## src/rtl/lvds_rx_word_align.sv

```systemverilog
// Word aligner for the LVDS receive path: sweeps a 0..7 bit rotation over a
// two-word window until the training word is seen LOCK_CNT times in a row.
module lvds_rx_word_align #(
  parameter int                DATA_W        = 8,
  parameter logic [DATA_W-1:0] TRAIN_PATTERN = 8'h0F,
  parameter int                LOCK_CNT      = 4,
  parameter int                SWEEP_MAX     = 4
) (
  input  logic              clk,
  input  logic              rst,
  input  logic [DATA_W-1:0] rx_data,
  input  logic              rx_valid,
  input  logic              realign,
  output logic [DATA_W-1:0] data_out,
  output logic              data_valid,
  output logic              aligned,
  output logic [2:0]        offset,
  output logic              align_err
);

  localparam int SW_W = $clog2(SWEEP_MAX + 1);

  typedef enum logic [1:0] {
    IDLE   = 2'd0,
    SEARCH = 2'd1,
    VERIFY = 2'd2,
    LOCKED = 2'd3
  } state_t;

  state_t            r_state;
  logic [DATA_W-1:0] r_prev;
  logic [DATA_W-1:0] r_data_out;
  logic              r_data_valid;
  logic              r_aligned;
  logic [2:0]        r_offset;
  logic              r_align_err;
  logic              r_settle;
  logic [3:0]        r_match_cnt;
  logic [SW_W-1:0]   r_sweep_cnt;

  logic [DATA_W-1:0] w_cand;
  logic              w_match;
  logic              w_wrap;
  logic [2:0]        w_offset_inc;

  // Selects window[15-off -: 8]; off=0 yields the older word unchanged.
  function automatic logic [DATA_W-1:0] f_rotate(input logic [DATA_W-1:0] prev,
                                                 input logic [DATA_W-1:0] cur,
                                                 input logic [2:0]        off);
    logic [2*DATA_W-1:0] sh;
    sh = {prev, cur} << off;
    return sh[2*DATA_W-1 -: DATA_W];
  endfunction

  assign w_cand       = f_rotate(r_prev, rx_data, r_offset);
  assign w_match      = (r_data_out == TRAIN_PATTERN);
  assign w_wrap       = (r_offset == 3'd7);
  assign w_offset_inc = r_offset + 3'd1;

  always_ff @(posedge clk or posedge rst) begin
    if (rst) begin
      r_prev     <= '0;
      r_data_out <= '0;
    end else if (rx_valid) begin
      r_prev     <= rx_data;
      r_data_out <= w_cand;
    end
  end

  // data_out lags an offset change by one clock, so each new offset gets a
  // settle cycle before its candidate is compared.
  always_ff @(posedge clk or posedge rst) begin
    if (rst) begin
      r_state      <= IDLE;
      r_data_valid <= 1'b0;
      r_aligned    <= 1'b0;
      r_offset     <= 3'd0;
      r_align_err  <= 1'b0;
      r_settle     <= 1'b0;
      r_match_cnt  <= 4'd0;
      r_sweep_cnt  <= '0;
    end else if (realign) begin
      r_aligned    <= 1'b0;
      r_data_valid <= 1'b0;
      r_align_err  <= 1'b0;
      r_sweep_cnt  <= '0;
      r_match_cnt  <= 4'd0;
      r_offset     <= 3'd0;
      r_settle     <= 1'b1;
      r_state      <= rx_valid ? SEARCH : IDLE;
    end else if (!rx_valid && (r_state != IDLE)) begin
      r_state      <= IDLE;
      r_aligned    <= 1'b0;
      r_data_valid <= 1'b0;
      r_match_cnt  <= 4'd0;
      r_sweep_cnt  <= '0;
    end else begin
      case (r_state)
        IDLE: begin
          r_aligned    <= 1'b0;
          r_data_valid <= 1'b0;
          if (rx_valid) begin
            r_offset <= 3'd0;
            r_settle <= 1'b1;
            r_state  <= SEARCH;
          end
        end
        SEARCH: begin
          if (r_settle) begin
            r_settle <= 1'b0;
          end else if (w_match) begin
            r_match_cnt <= 4'd1;
            if (LOCK_CNT == 1) begin
              r_state      <= LOCKED;
              r_aligned    <= 1'b1;
              r_data_valid <= 1'b1;
            end else begin
              r_state <= VERIFY;
            end
          end else begin
            r_offset <= w_offset_inc;
            r_settle <= 1'b1;
            if (w_wrap) begin
              if (r_sweep_cnt == SW_W'(SWEEP_MAX - 1)) begin
                r_align_err <= 1'b1;
                r_sweep_cnt <= '0;
              end else begin
                r_sweep_cnt <= r_sweep_cnt + SW_W'(1);
              end
            end
          end
        end
        VERIFY: begin
          if (w_match) begin
            r_match_cnt <= r_match_cnt + 4'd1;
            if (r_match_cnt == 4'(LOCK_CNT - 1)) begin
              r_state      <= LOCKED;
              r_aligned    <= 1'b1;
              r_data_valid <= 1'b1;
            end
          end else begin
            r_match_cnt <= 4'd0;
            r_offset    <= w_offset_inc;
            r_settle    <= 1'b1;
            r_state     <= SEARCH;
          end
        end
        LOCKED: begin
          r_aligned    <= 1'b1;
          r_data_valid <= rx_valid;
        end
        default: r_state <= IDLE;
      endcase
    end
  end

  assign data_out   = r_data_out;
  assign data_valid = r_data_valid;
  assign aligned    = r_aligned;
  assign offset     = r_offset;
  assign align_err  = r_align_err;

endmodule

```

## config.mk

```make
export PLATFORM = sky130hd
export DESIGN_NAME = lvds_rx_word_align
export DESIGN_NICKNAME = d
export VERILOG_FILES = /design/src/rtl/lvds_rx_word_align.sv
export SDC_FILE = /design/constraint.sdc
export NUM_CORES = 1
export LEC_CHECK = 0
export BUFFER_PORTS_ARGS = -buffer_cell sky130_fd_sc_hd__buf_2
export CAP_MARGIN = 20
export CORE_MARGIN = 4
export CORE_UTILIZATION = 35
export CTS_CLUSTER_SIZE = 40
export DETAILED_ROUTE_END_ITERATION = 6
export GPL_ROUTABILITY_DRIVEN = 1
export PLACE_DENSITY = 0.54
export SLEW_MARGIN = 20
export SYNTH_ARGS = -nofsm -noshare
export SYNTH_HDL_FRONTEND = slang
export SYNTH_SLANG_ARGS = --single-unit
export TNS_END_PERCENT = 5
```

## constraint.sdc

```tcl
create_clock -name clk -period 2.8 [get_ports clk]
set_input_delay 0.14 -clock clk [delete_from_list [all_inputs] [get_ports clk]]
set_output_delay 0.14 -clock clk [all_outputs]
set_load 0.01 [all_outputs]
```

==> metrics.yaml <==
setup_viol: 0
timing.critical_path.buf_inv: 0
fill_cells: 574
ys.warnings.count: 0
boundaryPins: 26
skew_ns: 0.00634
hpwl_mm: 3.32
crit_slowest_cell: "dfrtp_1"
critPathLaunchType: "register"
chipHeight_um: 83.8
worst-path-stages: 6
syn_inst: 206
cp_cell_sequence: "ha_1, ha_1, nand2_1, a211oi_1, mux2i_1, nor2_1"
slew_headroom: 0.564
nNetsFinal: 252
drive_gt1_frac: 0.227
synth-main-ff-cell: "dfrtp_1"
area_growth_pct: 14.8
grt_pass1_wl_mm: 7.66
setup_tns_ns: 0
htree_levels: 2
grt_setup_unrepaired: "false"
min_period_ns: 2.11
vias: 1602
synth-seq-cells: 32
rows: 27
synthArstFlopShare: 1.00
cts_root_buf: "clkbuf_8"
routed_wl_mm: 4.40
clkLatencyLatePin_ns: 0.28
synth_area_mm2: 0.00201
slowest_delay_ns: 0.73
fmax_mhz: 474
synth_edf_count: 0
avgRoutedWirePerCell_um: 14.4
cts_sinks: 32
cts_tree: "done"
drt_pass1_iterations: 4
ys_top_cells_by_area: "dfrtp_1, mux2i_1, mux2_2"
multi_input_area_mm2: 0.00114
gp_congestion: 0.774
antennaDiodeCount: 0
die_w_um: 83.8
synth.net_count: 226
grt.overflow.total: 0
die_area_mm2: 0.00702
post_cts_buffers: 0
status: "finished, final reports clean"
drt_iter0_drc: 57
ys_seq_area_frac: 0.399
cpMostUsedCell: "ha_1"
hold_viol: 0
fin_crit_sh: 0.753
slew_viol_final: 0
path_max_fanout: 21
initial_core_util: 0.363
arrival_ns: 2.27
cts_made_buffers: 5
grt_use_total: 0.133
power_leakage_uw: 0.00101
ys_types: 44
grt_pass1_vias: 1569
hold_path_class: "primary input to register"
crit_family: "flip-flops"
routed_via_density: 5.25
crit_type: "register to register"
synth_top_area_cell: "dfrtp_1"
grt_max_degree: 36
end_kind: "register"
place_worst_setup_slack_ns: 0.674
antenna_found_initial: 0
portBuffers: 25
power_density_mw_per_mm2: 823
regArea_um2: 801
max_cap_viol_count: 0
antenna_left: 0
hold-path-cell-count: 2
clk_pin_slew_ns: 0.07
postSynthAreaPerCell_um2: 9.75
synth_top_area_frac: 0.399
core_mm2: 0.00554
worst_slack_ns: 0.691
clockBufferDepth: 2
p_total_uw: 1900
worst_pin_slew_ns: 0.654
r2r_cells: 6
utilization: 0.416
max-vdd-ir-drop_uv: 344
drc: 0
required_ns: 2.96
-- cells by family after synthesis --
logic type	Yosys count	synth area share
simple gates	77	0.189
buf+inv	18	0.0349
fa+ha+maj	8	0.0498
compound gates	39	0.148
flops	32	0.399
mux	32	0.180
-- cell usage after synthesis (all sizes together) (2+ instances only) --
| cell type | number |
|---|---|
| a21oi | 7 |
| a31oi | 8 |
| buf | 2 |
| clkbuf | 8 |
| dfrtp | 32 |
| ha | 8 |
| inv | 7 |
| mux2 | 10 |
| mux2i | 20 |
| mux4 | 2 |
| nand2 | 26 |
| nand2b | 7 |
| nand3 | 9 |
| nand3b | 2 |
| nand4 | 4 |
| nor2 | 15 |
| nor2b | 5 |
| nor3b | 2 |
| nor4 | 2 |
| o21ai | 8 |
-- sequential cells by signal (all words and copies together), names as in the netlist --
register     flops
align_err        1
aligned          1
data_out         8
data_valid       1
offset           3
r_match_cnt      4
r_prev           8
r_settle         1
r_state          2
r_sweep_cnt      3
-- metrics by stage --
stage                     std cells  hold WS [ns]  cell area (µm²)
after floorplan                 206         0.206             2010
after global placement          296         0.253             2210
after detailed placement        296         0.250             2210
after CTS                       305        0.0876             2310
after global routing            305        0.0969             2310
final                           305        0.0987             2310
-- power breakdown --
group | total, µW | internal, µW | switching, µW
clock | 357 | 200 | 157
sequential | 680 | 561 | 119
combinational | 862 | 380 | 482
-- layout make-up --
type | instances | share of cell area
Sequential cell | 32 | 0.347
Inverter | 8 | 0.0130
Timing Repair Buffer | 29 | 0.0683
Clock buffer | 8 | 0.0390
Multi-Input combinational cell | 156 | 0.493
Tap cell | 72 | 0.0390
-- placed cells by master, fill, tap and decap left out, types with 3 or more instances in the layout --
master | Yosys | layout
dfrtp_1 | 32 | 32
nand2_1 | 26 | 26
buf_2 | 2 | 25
mux2i_1 | 20 | 20
nor2_1 | 15 | 15
mux2_2 | 9 | 9
nand3_1 | 9 | 9
a31oi_1 | 8 | 8
ha_1 | 8 | 8
o21ai_0 | 7 | 7
inv_1 | 7 | 7
a21oi_1 | 7 | 7
nand2b_1 | 7 | 7
clkbuf_8 | 0 | 6
nor2b_1 | 5 | 5
nand4_1 | 4 | 4
buf_4 | 0 | 3
-- repair_timing --
item | 4_1_cts | 5_1_grt
hold endpoints to repair | 32 | 0
resized for setup | 0 | 0
hold buffers | 1 | 0
-- metal layers --
layer  vias up  global-route usage  share of wire
met2        22               0.229           0.50
met5         -                   0              0
met1       777               0.167           0.46
met3         5              0.0286          0.031
li1        798                   -              -
met4         0              0.0395          0.010
-- worst paths after layout --
kind                       slack (ns)       start              to
setup / recovery                 0.69   offset[0]  r_sweep_cnt[0]
hold / removal                    0.1  rx_data[0]       r_prev[0]
setup reg to reg                 0.69   offset[0]  r_sweep_cnt[0]
hold reg to reg                  0.49     aligned         aligned
max in group asynchronous        2.02         rst  r_match_cnt[0]
min in group asynchronous        0.48         rst  r_sweep_cnt[1]
Power figures use the tool's default switching activity.
